==> src/rtl/jtag_dmi_dtm.sv <==
// JTAG Debug Transport Module (RISC-V debug 0.13 DTM semantics).
// Holds the IDCODE, DTMCS, DMI and BYPASS data registers behind the TAP. A completed DMI
// scan becomes one valid/ready request toward the Debug Module. Only one transaction
// may be outstanding at a time.
// Optional feature: define JTAG_DTM_HARDRESET_EN to make DTMCS.dmihardreset (bit 17)
// abort the in-flight transaction and clear the sticky error.
module jtag_dmi_dtm #(
  parameter int unsigned IR_W      = 5,
  parameter int unsigned ABITS     = 7,
  parameter logic [31:0] IDCODE    = 32'h1000_0001,
  parameter logic [2:0]  IDLE_HINT = 3'd1
) (
  input  logic             clk,
  input  logic             rst,
  input  logic [IR_W-1:0]  ir,
  input  logic             capture_dr,
  input  logic             shift_dr,
  input  logic             update_dr,
  input  logic             tdi,
  output logic             tdo,
  output logic             dmi_req_valid,
  input  logic             dmi_req_ready,
  output logic [ABITS-1:0] dmi_req_addr,
  output logic [31:0]      dmi_req_data,
  output logic [1:0]       dmi_req_op,
  input  logic             dmi_resp_valid,
  output logic             dmi_resp_ready,
  input  logic [31:0]      dmi_resp_data,
  input  logic [1:0]       dmi_resp_op
);

  localparam int unsigned     DMI_W     = ABITS + 34;
  localparam logic [IR_W-1:0] IR_IDCODE = IR_W'(32'h01);
  localparam logic [IR_W-1:0] IR_DTMCS  = IR_W'(32'h10);
  localparam logic [IR_W-1:0] IR_DMI    = IR_W'(32'h11);
  localparam logic [5:0]      ABITS_F   = 6'(ABITS);

  typedef enum logic [1:0] {StIdle, StReq, StResp} state_e;

  state_e             state_q;
  logic [31:0]        idcode_q;
  logic [31:0]        dtmcs_q;
  logic [DMI_W-1:0]   dmi_q;
  logic               bypass_q;
  logic [1:0]         sticky_q;
  logic [ABITS-1:0]   last_addr_q;
  logic [31:0]        last_data_q;
  logic [31:0]        req_data_q;
  logic [1:0]         req_op_q;

  logic sel_idcode, sel_dtmcs, sel_dmi;

  // Instruction decode; every unlisted instruction selects BYPASS.
  always_comb begin
    sel_idcode = (ir == IR_IDCODE);
    sel_dtmcs  = (ir == IR_DTMCS);
    sel_dmi    = (ir == IR_DMI);
  end

  // TDO is the LSB of the selected register only, so there is no combinational tdi path.
  always_comb begin
    tdo = bypass_q;
    if (sel_idcode)     tdo = idcode_q[0];
    else if (sel_dtmcs) tdo = dtmcs_q[0];
    else if (sel_dmi)   tdo = dmi_q[0];
  end

  assign dmi_req_addr = last_addr_q;
  assign dmi_req_data = req_data_q;
  assign dmi_req_op   = req_op_q;

  // Data registers, sticky error and the DMI handshake FSM share one state block because
  // scans and the handshake both write the sticky error and the FSM state.
  always_ff @(posedge clk) begin
    if (rst) begin
      state_q        <= StIdle;
      idcode_q       <= '0;
      dtmcs_q        <= '0;
      dmi_q          <= '0;
      bypass_q       <= 1'b0;
      sticky_q       <= 2'd0;
      last_addr_q    <= '0;
      last_data_q    <= '0;
      req_data_q     <= '0;
      req_op_q       <= 2'd0;
      dmi_req_valid  <= 1'b0;
      dmi_resp_ready <= 1'b0;
    end else begin
      if (capture_dr) begin
        if (sel_idcode) begin
          idcode_q <= IDCODE;
        end else if (sel_dtmcs) begin
          dtmcs_q <= {14'b0, 2'b0, 1'b0, IDLE_HINT, sticky_q, ABITS_F, 4'd1};
        end else if (sel_dmi) begin
          if (state_q != StIdle) begin
            // Scanning while busy reports and latches the busy error.
            dmi_q    <= {last_addr_q, last_data_q, 2'd3};
            sticky_q <= 2'd3;
          end else begin
            dmi_q <= {last_addr_q, last_data_q, sticky_q};
          end
        end else begin
          bypass_q <= 1'b0;
        end
      end else if (shift_dr) begin
        if (sel_idcode)     idcode_q <= {tdi, idcode_q[31:1]};
        else if (sel_dtmcs) dtmcs_q  <= {tdi, dtmcs_q[31:1]};
        else if (sel_dmi)   dmi_q    <= {tdi, dmi_q[DMI_W-1:1]};
        else                bypass_q <= tdi;
      end else if (update_dr) begin
        if (sel_dtmcs && dtmcs_q[16]) begin
          sticky_q <= 2'd0;
        end else if (sel_dmi) begin
          if (state_q != StIdle) begin
            sticky_q <= 2'd3;
          end else if (sticky_q == 2'd0 && (dmi_q[1:0] == 2'd1 || dmi_q[1:0] == 2'd2)) begin
            last_addr_q   <= dmi_q[DMI_W-1:34];
            req_data_q    <= dmi_q[33:2];
            req_op_q      <= dmi_q[1:0];
            state_q       <= StReq;
            dmi_req_valid <= 1'b1;
          end
        end
      end

      case (state_q)
        StIdle: ;
        StReq: begin
          if (dmi_req_valid && dmi_req_ready) begin
            state_q        <= StResp;
            dmi_req_valid  <= 1'b0;
            dmi_resp_ready <= 1'b1;
          end
        end
        StResp: begin
          if (dmi_resp_valid && dmi_resp_ready) begin
            state_q        <= StIdle;
            dmi_resp_ready <= 1'b0;
            last_data_q    <= dmi_resp_data;
            if (dmi_resp_op != 2'd0) sticky_q <= 2'd2;
          end
        end
        default: state_q <= StIdle;
      endcase

`ifdef JTAG_DTM_HARDRESET_EN
      // Hard reset overrides any handshake progress made in the same cycle.
      if (update_dr && !capture_dr && !shift_dr && sel_dtmcs && dtmcs_q[17]) begin
        sticky_q       <= 2'd0;
        state_q        <= StIdle;
        dmi_req_valid  <= 1'b0;
        dmi_resp_ready <= 1'b0;
      end
`endif
    end
  end

endmodule

==> config.mk <==
export PLATFORM = sky130hd
export DESIGN_NAME = jtag_dmi_dtm
export DESIGN_NICKNAME = d
export VERILOG_FILES = /design/src/rtl/jtag_dmi_dtm.sv
export SDC_FILE = /design/constraint.sdc
export NUM_CORES = 1
export LEC_CHECK = 0
export CAP_MARGIN = 30
export CORE_ASPECT_RATIO = 1.25
export CORE_MARGIN = 4
export CORE_UTILIZATION = 55
export CTS_CLUSTER_SIZE = 20
export DETAILED_ROUTE_END_ITERATION = 8
export GPL_ROUTABILITY_DRIVEN = 0
export PLACE_DENSITY = 0.79
export SLEW_MARGIN = 20
export SYNTH_ARGS = -nofsm -noshare
export SYNTH_HDL_FRONTEND = slang
export SYNTH_SLANG_ARGS = --single-unit
==> constraint.sdc <==
create_clock -name clk -period 2.5 [get_ports clk]
set_input_delay 0.25 -clock clk [delete_from_list [all_inputs] [get_ports clk]]
set_output_delay 0.25 -clock clk [all_outputs]
set_load 0.02 [all_outputs]
# Word-level counts from Yosys, hierarchy flattened
# Cells that the tools add are included.
# classes
eq_ne	9
muxes	63
n_bitwise	7
n_reduce_logical	18
# op_table
operator	count
$mux W41	8
$mux W32	10
$mux W2	21
$mux W1	22
$eq A5 B5 Y1 const B	2
$reduce_and A4 Y1	2
$reduce_bool A2 Y1	4
$not A1 Y1	7
$reduce_and A7 Y1	1
$pmux W2 S3	1
$reduce_and A3 Y1	2
$eq A5 B1 Y1 const B	1
$eq A2 B1 Y1 const B	2
$eq A2 B2 Y1 const B	2
$logic_and A1 B1 Y1	4
$logic_not A2 Y1	2
$ne A2 B2 Y1 const B	2
$reduce_and A2 Y1	2
$pmux W1 S2	1
$logic_or A1 B1 Y1	1
# totals
register_bits	185
inputBits	47
out_inout_bits	44
word_cells	109

# Longest topological paths before layout
# Gate-level depths: netlist of run 1.
# logic_depth
depth_word	12
mapped_depth	7

# Worst setup path after synthesis of run 1
# OpenSTA, ideal clock, no wires.
# synth_timing
path_kind	input port to flip-flop
from	input port ir[3]
to	register last_addr_q[6] (netlist: dmi_req_addr[6])
setup_time_ns	0.132
arrival_time_ns	1.654
required_time_ns	2.368
setup_slack_ns	0.713
stages	6
path_cell_list	or3b_1 buf_6 or4_4 buf_6 o21ai_1 a21oi_1
# synth_via
elab_chain_len	4
elab_cells_between_ends	5
classes_between	2 x eq/ne; 1 x bitwise; 2 x reduce/logical
# synth_rtl
element	line_no	source
start, declared	15	input logic [IR_W-1:0] ir,
$eq A5 B5 Y1	56	sel_dtmcs = (ir == IR_DTMCS);
$logic_and A1 B1 Y1	111	if (sel_dtmcs && dtmcs_q[16]) begin
$not A1 Y1 (no line)	--	
$reduce_and A7 Y1 (no line) *	--	
end signal, assigned	117	last_addr_q <= dmi_q[DMI_W-1:34];
end, declared	46	logic [ABITS-1:0] last_addr_q;
# Every way passes the cells marked *; elsewhere a longest branch is shown, timed or not.
# A chain may end at the register's enable or synchronous reset.

# Final worst setup path of run 1
# layout_timing
from	input port ir[0]
to	output port tdo
# layout_via
elab_chain_len	4
elab_cells_between_ends	6
classes_between	3 x eq/ne; 3 x mux
# layout_rtl
element	line_no	source
$eq A5 B5 Y1	57	sel_dmi = (ir == IR_DMI);
$mux W1	65	else if (sel_dmi) tdo = dmi_q[0];
$mux W1	64	else if (sel_dtmcs) tdo = dtmcs_q[0];
$mux W1 *	63	if (sel_idcode) tdo = idcode_q[0];
end, declared	20	output logic tdo,
# Marks and branches as above.

==> parameters.txt, run 1 <==
Parameter                              Value

Pwr
  IR drop worst, VDD ... 520 uV
  Leakage dissipation ... 2.95 nW
  Total power per unit cell area ... 656 nW/um2
  Total Power ... 5.94 mW

Logic synthesis
  Synth Instances ... 850
  Post-synthesis register bit count ... 185
  Number of distinct standard cells referenced by the synthesized netlist ... 47
  Syn avg cell area ... 8.80 um2
  Summed instance area of the synthesized netlist ... 7480 um2
  Net count after synthesis ... 897
  Share of synthesized area occupied by flip-flops and latches ... 0.495
  Count of synthesis-stage warnings from yosys ... 0
  Async S/R FF share, synth ... 0
  Largest cells by area after synthesis ... dfxtp_1 (50%), a21oi_1 (8.3%), mux2i_1 (5.9%), nand2_1 (5.7%), a211oi_1 (4.4%)
  Share of the synthesized area in the top cell type ... 0.495
  Number of synthesized flops with an enable pin ... 0
  Most frequently used flop master after synthesis ... dfxtp_1
  Biggest area consumer among synthesized cells ... dfxtp_1

Critical path
  Nature of the critical path startpoint ... input pin
  Critical path endpoint category ... output port
  Crit path buf inv count ... 2
  Worst setup slack for register-to-register paths ... 0.60 ns
  R2r startpoint ... state_q[1]$_SDFF_PP0_
  Cell family with most CP delay ... buffers and inverters
  Path type of the worst setup path ... input pin to output port
  Critical path cell sequence ... clkdlybuf4s50_1, or3b_1, nor3_1, mux2_2, dlymetal6s2s_1
  Crit path max fanout ... 2
  Arrival time of data at the critical path endpoint ... 1.81 ns
  Required time of the worst setup path ... 2.25 ns
  Standard cell with the maximum stage delay on the critical path ... clkdlybuf4s50_1
  R2r worst-path depth ... 5
  Worst flop-to-flop path endpoint ... dmi_req_op[0]$_SDFFE_PP0P_
  Delay of the slowest cell on the worst path ... 0.48 ns
  Depth of the critical timing path with buffers and inverters included ... 5

Min path
  Worst hold stages ... 4
  Start point of the worst min-delay path ... capture_dr
  Type of the most critical hold path ... input pin to flip-flop
  End of the worst hold path ... dtmcs_q[8]$_SDFFE_PP0P_

Drt
  Post-DR vias/cell ... 5.69
  Vias post-DR ... 6209
  Final routed DRC violation total ... 0
  Number of violations reported at the end of detailed-routing iteration 0 ... 354
  DRT Pass-1 Iters ... 5
  Total Wirelength ... 16600 um
  Routed WL per cell ... 15.3 um
  Count of antenna-violating nets left after detailed routing ... 0

STA
  Worst Hold Margin ... 0.288 ns
  Worst max-slew margin expressed relative to the limit ... 0.444
  Worst Skew ... 0.0107 ns
  Setup violations, final ... 0
  Time the final worst path needs with I/O delays and setup ... 2.06 ns
  Max-slew violation total from the final report ... 0
  Highest attainable clock frequency ... 0.485 GHz
  Post-route setup TNS ... 0 ns
  Share of the clock period used by the worst path after layout ... 0.825
  Unrepaired setup endpoints after global routing ... false
  Transition at the pin with the smallest max-transition slack ... 0.828 ns
  Final hold vios ... 0

CTS
  Cell at the root of the clock tree ... clkbuf_16
  Clock edge transition at the registers on the reported setup and hold paths ... 0.06 ns
  # clock sinks ... 185
  Deepest level of the CTS H-tree ... 4
  TritonCTS clock tree ... yes
  Max Root-Sink Buffers ... 2
  Clock buffer count from CTS ... 17
  Worst skew pair latency ... 0.42 ns
  Post-CTS Repair Setup Buffers ... 0

Floorplanning
  Std-Cell Core Area ... 13300 um2
  I/O Pins ... 91
  Total number of placement rows ... 47
  Starting utilization of the core area ... 0.563
  Die Area ... 15500 um2
  Die height ... 138 um
  X dimension of the die ... 112 um

Layout
  Number of filler instances in the final layout ... 1071
  Share of post-route cells with drive strength above 1 ... 0.0804
  Most common library cell in the layout ignoring fill and taps ... dfxtp_1
  Net count reported at finish ... 955
  Growth of design area from synthesis to finish ... 21.0%
  Antenna diode count ... 0
  Most used cells in the layout excluding fill and tap cells ... dfxtp_1 (185), a21oi_1 (124), nand2_1 (113), clkdlybuf4s50_1 (87), nor2_1 (70)

GRT
  Global-route wire length before repair ... 28200 um
  Number of antenna violations at the first check in global routing ... 0
  Largest net degree at the start of global routing ... 88
  Aggregate global routing overflow ... 0
  Number of global-route vias before repair ... 5911
  Total GRT Usage ... 0.214

Flow run
  Maximum Capacitance Violations ... 0

Placed design
  Count of buffers inserted at the top-level ports ... 90
  Post-DP HPWL ... 10100 um

Status
  Result of the run ... finished clean
-- Yosys cell counts, drive strengths merged (3+ instances only) --
master,n
nand2,113
nor2,70
clkbuf,49
mux2i,44
dfxtp,185
buf,26
a211oi,44
nand3b,44
o21ai,42
nand3,42
nor3,22
or3,3
a21oi,124
nor4,3
nor2b,3
inv,3
a31oi,3
a22oi,11
-- how the worst max path moves through the flow --
stage | startpoint | to | slack, ns
finish | ir[0] | tdo | 0.44
floorplan | ir[3] | dmi_req_addr[6]$_SDFFE_PP0P_ | 0.71
CTS | ir[0] | tdo | 0.09
global placement | ir[0] | dmi_req_data[13]$_SDFFE_PP0P_ | 0.12
global route | ir[0] | tdo | 0.30
detailed placement | ir[0] | dmi_req_data[10]$_SDFFE_PP0P_ | 0.07
-- what timing repair did --
item,CTS,global route
setup endpoints to repair,0,1
hold buffers,0,0
hold endpoints to repair,0,0
resized for setup,0,1
-- metrics by stage --
stage,setup WS (ns),util,instances,cell area [um2]
floorplan,0.713,-,850,7480
CTS,0.0877,0.681,1091,9050
global route,0.301,0.681,1091,9050
finish,0.437,0.681,1091,9050
detailed placement,0.0721,0.636,1060,8450
global placement,0.122,0.636,1060,8450
-- worst min-delay path: cells and delay by family --
kind | cells | cell delay (ns)
AO/OA/AOI/OAI | 1 | 0.14
buffers and inverters | 1 | 0.11
AND/OR/NAND/NOR | 2 | 0.15
-- routing by layer --
metal  vias up  GRT usage  routed length [um]
met5         -          0                   0
met4         0     0.0684                 255
met3        19     0.0441                 749
met2       147      0.355                8170
met1      2942      0.281                7460
li1       3101          -                   -
-- cell families after synthesis --
| family | count (synthesis) | synth area share |
|---|---|---|
| flip-flops | 185 | 0.495 |
| AND/OR/NAND/NOR | 309 | 0.205 |
| multiplexers | 45 | 0.0604 |
| AO/OA/AOI/OAI | 228 | 0.175 |
| buffers and inverters | 82 | 0.0636 |
| XOR/XNOR | 1 | 0.00117 |
-- flip-flops by register name, summed over array words and instances (netlist names) --
name and cells:
dmi_req_data 32, dmi_resp_ready 1, idcode_q 32, sticky_q 2, dmi_req_addr 7, state_q 2, bypass_q 1, dmi_req_valid 1
dmi_req_op 2, dtmcs_q 32, dmi_q 41, last_data_q 32
-- power breakdown --
part / leakage, nW / switching, mW / total [mW] / internal, mW
clock network: 0.289 / 1.10 / 2.68 / 1.58
registers: 1.49 / 0.0110 / 2.97 / 2.96
logic: 1.17 / 0.147 / 0.283 / 0.136
total: 2.95 / 1.26 / 5.94 / 4.68
-- final cells by class --
| cell class | instances | area, um2 | area share |
|---|---|---|---|
| Sequential cell | 185 | 3700 | 0.409 |
| Multi-Input combinational cell | 583 | 3300 | 0.365 |
| Timing Repair Buffer | 118 | 1220 | 0.135 |
| Clock buffer | 22 | 484 | 0.0535 |
| Inverter | 3 | 11.3 | 0.00124 |
| Tap cell | 171 | 214 | 0.0236 |
| Clock inverter | 9 | 111 | 0.0123 |
No activity file was read; power rests on OpenSTA's default activity.
==> run 2, diff against run 1 <==
==> constraint.sdc (replaced) <==
create_clock -name clk -period 2.16 [get_ports clk]
set_input_delay 0.216 -clock clk [delete_from_list [all_inputs] [get_ports clk]]
set_output_delay 0.216 -clock clk [all_outputs]
set_load 0.02 [all_outputs]
==> parameters.txt, run 2 (synthesized netlist as in run 1, its figures left out) <==
Parameter                              Value

Status
  Result of the run ... finished clean

Drt
  Total Wirelength ... 16500 um (-0.91%)
  Post-DR vias/cell ... 5.64 (-0.84%)
  DRT Pass-1 Iters ... 5 (unchanged)
  Number of violations reported at the end of detailed-routing iteration 0 ... 372 (+5.1%)
  Routed WL per cell ... 14.9 um (-2.1%)
  Count of antenna-violating nets left after detailed routing ... 0 (unchanged)
  Vias post-DR ... 6230 (+0.34%)
  Final routed DRC violation total ... 0 (unchanged)

Floorplanning
  X dimension of the die ... 112 um (unchanged)
  Die height ... 138 um (unchanged)
  Starting utilization of the core area ... 0.563 (unchanged)
  I/O Pins ... 91 (unchanged)
  Die Area ... 15500 um2 (unchanged)
  Total number of placement rows ... 47 (unchanged)
  Std-Cell Core Area ... 13300 um2 (unchanged)

Layout
  Share of post-route cells with drive strength above 1 ... 0.0954 (+0.0150)
  Register bank with the most flops ... dmi_q
  Most common library cell in the layout ignoring fill and taps ... dfxtp_1
  Antenna diode count ... 0 (unchanged)
  Growth of design area from synthesis to finish ... 22.8%
  Most used cells in the layout excluding fill and tap cells ... dfxtp_1 (185), a21oi_1 (124), nand2_1 (113), clkdlybuf4s50_1 (87), nor2_1 (70)
  Number of flip-flops under the largest register name ... 41 (unchanged)
  Net count reported at finish ... 968 (+1.4%)

Critical path
  R2r worst-path depth ... 5 (unchanged)
  Required time of the worst setup path ... 1.94 ns (-0.31 ns)
  Nature of the critical path startpoint ... input pin
  Delay of the slowest cell on the worst path ... 0.48 ns (about the same)
  R2r startpoint ... sticky_q[1]$_SDFF_PP0_
  Standard cell with the maximum stage delay on the critical path ... clkdlybuf4s50_1
  Crit path buf inv count ... 2 (unchanged)
  Path type of the worst setup path ... input pin to output port
  Critical path cell sequence ... clkdlybuf4s50_1, or3b_4, nor3_2, mux2_2, dlygate4sd2_1
  Critical path endpoint category ... output port
  Arrival time of data at the critical path endpoint ... 1.86 ns (+0.05 ns)
  Crit path max fanout ... 2 (unchanged)
  Worst flop-to-flop path endpoint ... dmi_req_data[31]$_SDFFE_PP0P_
  Worst setup slack for register-to-register paths ... 0.22 ns (-0.38 ns)
  Cell family with most CP delay ... buffers and inverters

CTS
  TritonCTS clock tree ... yes
  Max Root-Sink Buffers ... 2 (unchanged)
  Clock buffer count from CTS ... 17 (unchanged)
  Clock edge transition at the registers on the reported setup and hold paths ... 0.07 ns (about the same)
  Worst skew pair latency ... 0.42 ns (about the same)
  Deepest level of the CTS H-tree ... 4 (unchanged)
  # clock sinks ... 185 (unchanged)
  Cell at the root of the clock tree ... clkbuf_16
  Post-CTS Repair Setup Buffers ... 0 (unchanged)

STA
  Fin worst setup slack ... 0.0832 ns (-0.354 ns)
  Share of the clock period used by the worst path after layout ... 0.961
  Highest attainable clock frequency ... 0.482 GHz
  Setup violations, final ... 0 (unchanged)
  Worst max-slew margin expressed relative to the limit ... 0.651 (+0.208)
  Time the final worst path needs with I/O delays and setup ... 2.08 ns
  Transition at the pin with the smallest max-transition slack ... 0.523 ns (-0.305 ns)
  Final hold vios ... 0 (unchanged)
  Worst Skew ... 0.00863 ns (-0.00204 ns)
  Max-slew violation total from the final report ... 0 (unchanged)
  Unrepaired setup endpoints after global routing ... false

Pwr
  Proportion of power drawn by the clock network ... 0.449 (-0.003)
  Portion of total power attributed to combinational logic ... 0.049 (about the same)
  Total power per unit cell area ... 747 nW/um2 (+14%)
  Flop pwr share ... 0.502 (about the same)
  Net switching share of the total power ... 0.221 (+0.00881)
  Sw Pwr ... 1.51 mW (+20%)
  IR drop worst, VDD ... 458 uV (-12%)
  Total Power ... 6.85 mW (+15%)
  Leakage dissipation ... 3.01 nW (+1.7%)
  Power Internal ... 5.34 mW (+14%)

GRT
  Global-route wire length before repair ... 27700 um (-1.8%)
  Number of antenna violations at the first check in global routing ... 0 (unchanged)
  Number of global-route vias before repair ... 5810 (-1.7%)
  Total GRT Usage ... 0.210 (-0.00458)
  Largest net degree at the start of global routing ... 102 (+16%)
  Aggregate global routing overflow ... 0 (unchanged)

Min path
  Worst hold stages ... 2 (-2)
  Start point of the worst min-delay path ... rst
  Type of the most critical hold path ... input pin to flip-flop
  End of the worst hold path ... last_data_q[21]$_SDFFE_PP0P_

Placed design
  Count of buffers inserted at the top-level ports ... 90 (unchanged)
  Worst slack at placement ... -0.198 ns (-0.270 ns)
  Post-DP HPWL ... 10000 um (-1.1%)

Flow run
  Maximum Capacitance Violations ... 0 (unchanged)
## run 2: cell count changes in the layout (fill, tap and decap cells not counted), sizes merged
cell,delta
dlygate4sd2,+1
dlymetal6s2s,-1
buf,+13
clkinvlp,+3
clkbuf,-3
## run 2: cell type report
class	count	area (um2)
Fill cell	1096	4110
Clock inverter	12	144
Sequential cell	185	3700
Inverter	3	11.3
Tap cell	171	214
Clock buffer	19	443
Timing Repair Buffer	131	1350
Multi-Input combinational cell	583	3310
## run 2: layer usage
layer  up-vias  part of all wire  GRT usage
met3        25             0.057     0.0577
li1       3127                 -          -
met4         0             0.019     0.0627
met2       159              0.49      0.340
met1      2919              0.44      0.274
met5         -                 0          0
## run 2: how the worst max path moves through the flow
stage                                from                       endpoint  slack (ns)  cells after the start
floorplan           state_q[1]$_SDFF_PP0_   dmi_req_addr[6]$_SDFFE_PP0P_        0.38                      6
global placement                    ir[0]  dmi_req_data[31]$_SDFFE_PP0P_       -0.19                      7
detailed placement                  ir[0]  dmi_req_data[31]$_SDFFE_PP0P_       -0.20                      7
CTS                                 ir[0]                            tdo        0.04                      5
global route                        ir[0]                            tdo        0.01                      5
finish                              ir[0]                            tdo        0.08                      5
## run 2: power by group through the flow
stage / Clock, mW / Sequential [mW] / Combinational, mW
after floorplan: 0 / 3.51 / 0.188
after global placement: 0 / 3.52 / 0.335
after detailed placement: 0 / 3.52 / 0.336
after CTS: 3.12 / 3.44 / 0.337
after global routing: 3.24 / 3.44 / 0.365
final: 3.07 / 3.44 / 0.338
## run 2: timing repair
item / in CTS / in global routing
endpoints found under the setup margin: 1 / 1
hold endpoints to repair: 0 / 0
hold buffers: 0 / 0
pin swaps: 0 / 0
resized for setup: 1 / 2
## run 2: metrics by stage
step	setup TNS [ns]	hold slack [ns]	instance area, um2	util	instances
after CTS	0	0.224	9170	0.690	1104
after global placement	-11.58	0.439	8590	0.646	1073
after detailed placement	-13.69	0.443	8590	0.646	1073
after floorplan	0	0.352	7480	-	850
after global routing	0	0.255	9180	0.691	1104
final	0	0.232	9180	0.691	1104
==> run 3, diff against run 2 <==
--- a/config.mk
+++ b/config.mk
@@ -17,3 +17,4 @@
 export SYNTH_ARGS = -nofsm -noshare
 export SYNTH_HDL_FRONTEND = slang
 export SYNTH_SLANG_ARGS = --single-unit
+export TNS_END_PERCENT = 30
==> results of run 3 <==
Same layout as run 2: the final DEF is identical, and so are final timing and power.
